$ cat config.mk
export PLATFORM = sky130hd
export DESIGN_NAME = divider_param
export DESIGN_NICKNAME = d
export VERILOG_FILES = /design/src/rtl/divider_param.sv
export SDC_FILE = /design/constraint.sdc
export NUM_CORES = 1
export LEC_CHECK = 0
export CORE_MARGIN = 2
export CORE_UTILIZATION = 64
export CTS_CLUSTER_SIZE = 24
export DETAILED_ROUTE_END_ITERATION = 6
export PLACE_DENSITY = 0.9
export SYNTH_ARGS = -nofsm -noshare
export SYNTH_HDL_FRONTEND = slang
export SYNTH_SLANG_ARGS = --single-unit
export TNS_END_PERCENT = 50
$ cat constraint.sdc
create_clock -name clk -period 5.5 [get_ports clk]
set_clock_uncertainty 0.15 [all_clocks]
set_input_delay 0.55 -clock clk [delete_from_list [all_inputs] [get_ports clk]]
set_output_delay 0.55 -clock clk [all_outputs]
set_load 0.1 [all_outputs]
$ cat src/rtl/divider_param.sv
// Iterative radix-2 restoring divider with generic width, optional leading-zero early-out,
// latched operands, a defined divide-by-zero result and a busy indicator.
module divider_param #(
    parameter int WIDTH     = 32,
    parameter int EARLY_OUT = 1
) (
    input  logic                 clk,
    input  logic                 rst,
    input  logic                 start,
    input  logic                 abandon,
    input  logic                 signdiv,
    input  logic [WIDTH-1:0]     opr1,
    input  logic [WIDTH-1:0]     opr2,
    output logic                 ready,
    output logic                 busy,
    output logic                 dbz,
    output logic [2*WIDTH-1:0]   res
);

    localparam int CW = $clog2(WIDTH + 1);

    typedef enum logic [2:0] {
        IDLE,
        PREP,
        RUN,
        FIX,
        DONE
    } state_t;

    state_t state, state_nxt;

    logic [WIDTH-1:0] dvd;
    logic [WIDTH-1:0] dvs;
    logic [WIDTH-1:0] orig;
    logic [WIDTH-1:0] rem;
    logic [CW-1:0]    cnt;
    logic             neg_a;
    logic             neg_b;
    logic             zero_div;

    logic [WIDTH-1:0] mag1;
    logic [WIDTH-1:0] mag2;
    logic [CW-1:0]    shift_amt;
    logic [WIDTH:0]   rem_sh;
    logic             fits;
    logic [WIDTH-1:0] diff;
    logic [WIDTH-1:0] quo_fix;
    logic [WIDTH-1:0] rem_fix;

    function automatic logic [CW-1:0] clz(input logic [WIDTH-1:0] v);
        logic [CW-1:0] n;
        logic          found;
        n     = CW'(WIDTH);
        found = 1'b0;
        for (int i = WIDTH - 1; i >= 0; i--) begin
            if (!found && v[i]) begin
                n     = CW'(WIDTH - 1 - i);
                found = 1'b1;
            end
        end
        return n;
    endfunction

    always_comb begin
        mag1      = (signdiv && opr1[WIDTH-1]) ? (~opr1 + 1'b1) : opr1;
        mag2      = (signdiv && opr2[WIDTH-1]) ? (~opr2 + 1'b1) : opr2;
        shift_amt = (EARLY_OUT != 0) ? clz(dvd) : '0;
        rem_sh    = {rem, dvd[WIDTH-1]};
        fits      = (rem_sh >= {1'b0, dvs});
        // The restored remainder is always below the divisor, so the low bits of the difference are exact.
        diff      = rem_sh[WIDTH-1:0] - dvs;
        quo_fix   = (neg_a ^ neg_b) ? (~dvd + 1'b1) : dvd;
        rem_fix   = neg_a ? (~rem + 1'b1) : rem;
        if (zero_div) begin
            quo_fix = '1;
            rem_fix = orig;
        end
    end

    always_comb begin
        state_nxt = state;
        if (abandon) begin
            state_nxt = IDLE;
        end else begin
            case (state)
                IDLE: if (start) state_nxt = PREP;
                PREP: begin
                    if (dvs == '0)                  state_nxt = FIX;
                    else if (shift_amt == CW'(WIDTH)) state_nxt = FIX;
                    else                            state_nxt = RUN;
                end
                RUN:  if (cnt == CW'(WIDTH - 1)) state_nxt = FIX;
                FIX:  state_nxt = DONE;
                DONE: if (!start) state_nxt = IDLE;
                default: state_nxt = IDLE;
            endcase
        end
    end

    always_ff @(posedge clk or negedge rst) begin
        if (!rst) state <= IDLE;
        else      state <= state_nxt;
    end

    assign busy = (state != IDLE);

    always_ff @(posedge clk or negedge rst) begin
        if (!rst) begin
            dvd      <= '0;
            dvs      <= '0;
            orig     <= '0;
            rem      <= '0;
            cnt      <= '0;
            neg_a    <= 1'b0;
            neg_b    <= 1'b0;
            zero_div <= 1'b0;
            ready    <= 1'b0;
            dbz      <= 1'b0;
            res      <= '0;
        end else if (abandon) begin
            ready <= 1'b0;
            dbz   <= 1'b0;
            res   <= '0;
        end else begin
            case (state)
                IDLE: begin
                    if (start) begin
                        dvd      <= mag1;
                        dvs      <= mag2;
                        orig     <= opr1;
                        neg_a    <= signdiv & opr1[WIDTH-1];
                        neg_b    <= signdiv & opr2[WIDTH-1];
                        rem      <= '0;
                        cnt      <= '0;
                        zero_div <= 1'b0;
                    end
                end
                PREP: begin
                    rem <= '0;
                    if (dvs == '0) begin
                        zero_div <= 1'b1;
                    end else begin
                        dvd <= dvd << shift_amt;
                        cnt <= shift_amt;
                    end
                end
                RUN: begin
                    // The dividend register doubles as the quotient shift register.
                    rem <= fits ? diff : rem_sh[WIDTH-1:0];
                    dvd <= {dvd[WIDTH-2:0], fits};
                    cnt <= cnt + 1'b1;
                end
                FIX: begin
                    res   <= {rem_fix, quo_fix};
                    dbz   <= zero_div;
                    ready <= 1'b1;
                end
                DONE: begin
                    if (!start) begin
                        ready <= 1'b0;
                        dbz   <= 1'b0;
                        res   <= '0;
                    end
                end
                default: begin
                    ready <= 1'b0;
                    dbz   <= 1'b0;
                    res   <= '0;
                end
            endcase
        end
    end

endmodule

Yosys cells after proc, flatten, opt, wreduce, memory -nomap -nowiden

Index checks and enable logic that the tools add are counted.

Add/subtract/negate cells: 6
Order comparisons: 1
Eq/ne operators: 13
Shifts and indexed selects: 1
Multiplexer cells: 96
Bitwise logic cells: 8
Reductions and logical operators: 76

Operators by type and width:

| cell                                           | number |
|---|---|
| two-way mux 32 bit                             | 10 |
| two-way mux 6 bit                              | 34 |
| case mux 32 bit (3 select lines)               | 2 |
| case mux 64 bit (3 select lines)               | 1 |
| adder 32 x 1 -> 32 bit (second input constant) | 4 |
| two-way mux 64 bit                             | 2 |
| NOT 32 bit                                     | 4 |
| two-way mux 1 bit                              | 38 |
| greater-or-equal comparator 33 x 32 -> 1 bit   | 1 |
| logical AND 1 bit                              | 33 |
| zero test 32 bit                               | 1 |
| << shifter 32 x 6 -> 32 bit                    | 1 |
| subtractor 32 bit                              | 1 |
| zero test 1 bit                                | 31 |
| case mux 6 bit (3 select lines)                | 1 |
| case mux 3 bit (5 select lines)                | 1 |
| two-way mux 3 bit                              | 4 |
| != test 3 bit (second input constant)          | 3 |
| AND reduction 3 bit                            | 3 |
| AND reduction 4 bit                            | 2 |
| adder 6 x 1 -> 6 bit (second input constant)   | 1 |
| == test 3 x 2 -> 1 bit (second input constant) | 2 |
| == test 6 x 5 -> 1 bit (second input constant) | 1 |
| == test 6 bit (second input constant)          | 1 |
| other kinds (14)                               | 19 |

Bits in registers: 206
Output and inout bits: 67
Logic and storage cells: 213

Depth between registers and ports, before layout

Word-level depth: 99
Gate-level depth with buffers: 15
Depth with buffers taken out: 14

Worst setup path after synthesis

No wires, ideal clock.

Path kind: reg2reg
Start: reg rem[4]
End: reg res[58]
Setup time: 0.123 ns
Data arrival time: 3.236 ns
Data required time: 5.227 ns
Path slack: 1.991 ns
Stages on the path, launching flop included: 11
Buffers on the path: 0
Cell sequence: dfrtp_1 or4_4 or3_1 or3_1 or2_1 or3_4 or3_4 o31ai_4 xor2_1 o21ai_1 a22o_1

Cells in the longest elaborated chain, start to end: 6

RTL lines:

| what                             | line | RTL |
|---|---|---|
| start, declared                  | 35   | `logic [WIDTH-1:0] rem;` |
| start signal, assigned           | 149  | `rem <= fits ? diff : rem_sh[WIDTH-1:0];` |
| NOT 32 bit                       | 73   | `rem_fix = neg_a ? (~rem + 1'b1) : rem;` |
| adder 32 x 1 -> 32 bit           | 73   |  |
| two-way mux 32 bit               | 73   |  |
| two-way mux 32 bit               | 74   | `if (zero_div) begin` |
| case mux 64 bit (3 select lines) | 125  | `case (state)` |
| two-way mux 64 bit               | 120  | `end else if (abandon) begin` |
| end signal, assigned             | 154  | `res <= {rem_fix, quo_fix};` |
| end, declared                    | 17   | `output logic [2*WIDTH-1:0] res` |

Every way passes these cells.
A chain may end at the register's enable or synchronous reset.

Worst setup path after layout

Start: reg dvd[29]
End: reg dvd[7]

Cells in the longest elaborated chain, start to end: 92
Elaborated cells between the ends (all ways): 121
Classes of those cells: 1 x shift; 61 x mux; 59 x reduce/logical

RTL lines:

| what                               | line | RTL |
|---|---|---|
| start, declared                    | 32   | `logic [WIDTH-1:0] dvd;` |
| start signal, assigned             | 128  | `dvd <= mag1;` |
| start signal, assigned             | 143  | `dvd <= dvd << shift_amt;` |
| start signal, assigned             | 150  | `dvd <= {dvd[WIDTH-2:0], fits};` |
| logical AND 1 bit                  | 56   | `if (!found && v[i]) begin` |
| two-way mux 1 bit                  | 56   |  |
| zero test 1 bit                    | 56   |  |
| logical AND 1 bit                  | 56   |  |
| two-way mux 1 bit                  | 56   |  |
| zero test 1 bit                    | 56   |  |
| logical AND 1 bit                  | 56   |  |
| two-way mux 1 bit                  | 56   |  |
| [76 not listed]                    | --   |  |
| logical AND 1 bit                  | 56   |  |
| two-way mux 1 bit                  | 56   |  |
| zero test 1 bit                    | 56   |  |
| logical AND 1 bit                  | 56   |  |
| two-way mux 6 bit                  | 56   |  |
| << shifter 32 x 6 -> 32 bit *      | 143  |  |
| two-way mux 32 bit *               | 140  | `if (dvs == '0) begin` |
| case mux 32 bit (3 select lines) * | 125  |  |

Mark *: on every way between the ends. The rest lies on a longest branch, timed or not. The select of a mux whose other input is x is not followed.

==> out/metrics.yaml <==
timing:
  setup-violations-final: 0
  relSlewSlack_pct: 18.0
  fin_setup_tns_ns: 0
  finalCriticalPeriod_ns: 4.71
  worst_hold_slack_ns: 0.328
  final_max_slew_viol_count: 0
  clock.fmax_mhz: 212
  rsz0062_at_grt: "no"
  worstMarginPinSlew_ns: 1.23
  period_share_pct: 85.6
  hold_viol_final: 0
worst_setup_path:
  r2r_slack_ns: 0.79
  r2r-start: "dvd[29]$_DFFE_PN0P_"
  cp_slowest_cell: "a2111oi_2"
  reg2regPathDepth: 12
  worstPathMaxFanout: 14
  worstSetupStartpointType: "register"
  critPathArrivalTime_ns: 4.94
  end_kind: "register"
  critical_path_required_ns: 5.73
  crit_type: "reg2reg"
  critical_path.max_stage_delay_ns: 0.59
  regToRegEndpoint: "dvd[7]$_DFFE_PN0P_"
  path_cells: "nor4_2 -> nand4_1 -> a2111oi_2 -> a311oi_1 -> buf_4 -> nand2_2 -> buf_4 -> mux2i_1 -> mux2i_1 -> mux2_2 -> a221oi_1 -> o21ai_0"
layout:
  drive_gt1_share_pct: 8.08
  fin_area_um2: 17500
  layout-area-overhead-vs-synth_pct: 16.0
  fill_cells: 1614
  seq_area_um2: 5160
  final_nets: 1996
  multiInputGateArea_um2: 9260
  diodes: 0
worst_hold_path:
  hold_path.class: "reg2reg"
  hp-start: "res[5]$_DFFE_PN0P_"
  min_path_cells: 2
  whs_endpoint: "res[5]$_DFFE_PN0P_"
placement:
  place_congestion: 1.02
  place_hpwl_um: 39600
  port_buffers: 135
  placedInstanceArea_um2: 16600
synth:
  synth-compound-area-share_pct: 24.6
  yosysTopAreaCellShare_pct: 34.2
  synthesis.area_um2: 15100
  syn_area_per_cell_um2: 8.30
  yosys_warnings: 0
  ys_async_sr_fraction_pct: 100
  synthSimpleGateAreaFrac_pct: 17.5
  synth_cell_types: 78
  synth_fa_ha_area_share_pct: 3.20
  yosysTopAreaCell: "dfrtp_1"
  syn_nets: 1926
  synthFlopType: "dfrtp_1"
  ys_seq_area_share_pct: 34.2
  syn_inst: 1819
  synth_edf_count: 0
  ys_seq_elements: 206
  muxShareOfSynthArea_pct: 7.52
  ys_top_cells_by_area: "dfrtp_1 34%, o21ai_0 6.6%, nand2_1 6.2%"
  synth_xor_area_share_pct: 8.36
  synth_top_family_by_area: "compound AO/OA/AOI/OAI gates"
power_and_ir_drop:
  p_leak_uw: 0.00758
  pwr-share-seq_pct: 31.1
  swShare_pct: 43.7
  switchingPower_uw: 3010
  p_clk_share_pct: 25.8
  p_total_uw: 6870
  vdd.ir_drop.worst_uv: 324
  p_int_uw: 3870
  pwr-share-comb_pct: 43.1
  powerDensity_nw_per_um2: 392
clocking:
  cts_tree: "built"
  clock_path_buffers: 3
  cts_resized: 0
  htree_levels: 1
  path_clk_slew_ns: 0.06
  cts_made_buffers: 24
  holdBufCountCts: 1
  clock-sinks: 206
  postCtsSetupBuffers: 0
  clk_latency_ns: 0.54
  ctsRootBufferMaster: "clkbuf_16"
global_route:
  first_global_vias: 14700
  grt_pass1_wl_um: 85300
  track_usage_pct: 44.9
  grt_overflow: 0
  grt_antenna_before_repair: 1
  grt_max_degree: 100
die:
  num_rows: 56
  dieArea_um2: 24800
  io_pins: 136
  die_width_um: 158
  start_util_pct: 64.7
  core_area_um2: 23300
  die_y_um: 158
detailed_routing:
  drcViolationCount: 0
  avgRoutedWirePerCell_um: 25.3
  routed_via_density: 7.03
  wl_um: 56300
  via_count: 15700
  drt_iter0_drc: 2168
  drt_pass1_iterations: 7
  ant_nets: 0
status:
  status: "complete, no violations"
job:
  drv_cap: 0
[Yosys cell counts, drive strengths merged, types with 9 or more instances]
cell	n
a211oi	16
a21o	25
a21oi	111
a221oi	19
a22o	37
a31oi	22
and2	12
and3	9
buf	24
clkbuf	102
dfrtp	206
ha	37
inv	53
mux2	43
mux2i	65
nand2	250
nand2b	10
nand3	33
nor2	120
nor2b	10
nor3	39
nor4	28
o21ai	208
o31ai	28
o41ai	12
or2	9
or3	23
xnor2	58
xor2	86
[layout by cell type, fill, tap and decap left out, types with 12 or more instances in the layout]
master	n
nand2_1	249
dfrtp_1	205
o21ai_0	198
clkdlybuf4s50_1	134
nor2_1	118
a21oi_1	110
xor2_1	86
mux2i_1	65
xnor2_1	58
inv_1	53
mux2_2	43
nor3_1	38
a22o_1	37
ha_1	37
buf_4	34
nand3_1	33
o31ai_1	25
a21o_1	25
nor4_1	24
clkbuf_16	24
a31oi_1	22
or3_1	20
a221oi_1	19
a211oi_1	16
and2_1	12
[registers in the layout, indices dropped and copies added, names as in the netlist, 3 cells and up]
register	count
cnt	6
dvd	32
dvs	32
orig	32
rem	32
res	64
state	3
[critical path: cells and delay by family (launching register included)]
family / cells / cell delay (ns)
mux: 3 / 0.96
flops: 1 / 0.51
simple gates: 3 / 1.28
compound gates: 4 / 1.17
buf+inv: 2 / 0.49
[cell families after synthesis]
kind of cell,count (synthesis)
AO/OA/AOI/OAI,574
XOR/XNOR,144
buffers and inverters,179
AND/OR/NAND/NOR,570
flip-flops,206
multiplexers,108
adder cells (fa/ha/maj),38
[routing by layer]
metal	GRT usage, %	vias to the layer above	share of wire [%]
li1	-	6740	-
met1	60.7	7408	39
met2	65.4	1253	41
met3	16.0	254	15
met4	19.1	0	5.2
met5	0	-	0
[final cells by class]
class | count | area share [%]
Clock buffer | 30 | 3.90
Clock inverter | 14 | 1.14
Inverter | 53 | 1.14
Multi-Input combinational cell | 1434 | 52.9
Sequential cell | 206 | 29.4
Tap cell | 319 | 2.28
Timing Repair Buffer | 170 | 9.25
[metrics by stage]
| stage | instances | setup WS [ns] | util, % |
|---|---|---|---|
| 5_1_grt | 2226 | 0.551 | 75.1 |
| 3_5_place_dp | 2181 | 1.03 | 71.2 |
| 6_report | 2226 | 0.792 | 75.1 |
| 2_1_floorplan | 1819 | 1.99 | - |
| 3_3_place_gp | 2181 | 1.08 | 71.2 |
| 4_1_cts | 2226 | 0.988 | 75.1 |
[power by group through the flow]
stage	clock [uW]	sequential, uW	combinational, uW
after floorplan	0	1970	1970
after global placement	0	2110	2780
after detailed placement	0	2130	2780
after CTS	1770	2110	2810
after global routing	1830	2150	3100
final	1770	2140	2960
[worst max-delay path by stage]
| stage | startpoint | endpoint | slack, ns | cells after the start |
|---|---|---|---|---|
| floorplan | rem[4]$_DFFE_PN0P_ | res[58]$_DFFE_PN0P_ | 1.99 | 10 |
| global placement | dvd[23]$_DFFE_PN0P_ | dvd[21]$_DFFE_PN0P_ | 1.08 | 12 |
| detailed placement | dvd[29]$_DFFE_PN0P_ | dvd[21]$_DFFE_PN0P_ | 1.03 | 12 |
| CTS | dvd[29]$_DFFE_PN0P_ | dvd[21]$_DFFE_PN0P_ | 0.99 | 12 |
| global route | dvd[18]$_DFFE_PN0P_ | dvd[21]$_DFFE_PN0P_ | 0.55 | 12 |
| finish | dvd[29]$_DFFE_PN0P_ | dvd[7]$_DFFE_PN0P_ | 0.79 | 12 |
Note: power is estimated with default switching activity, not from simulation.
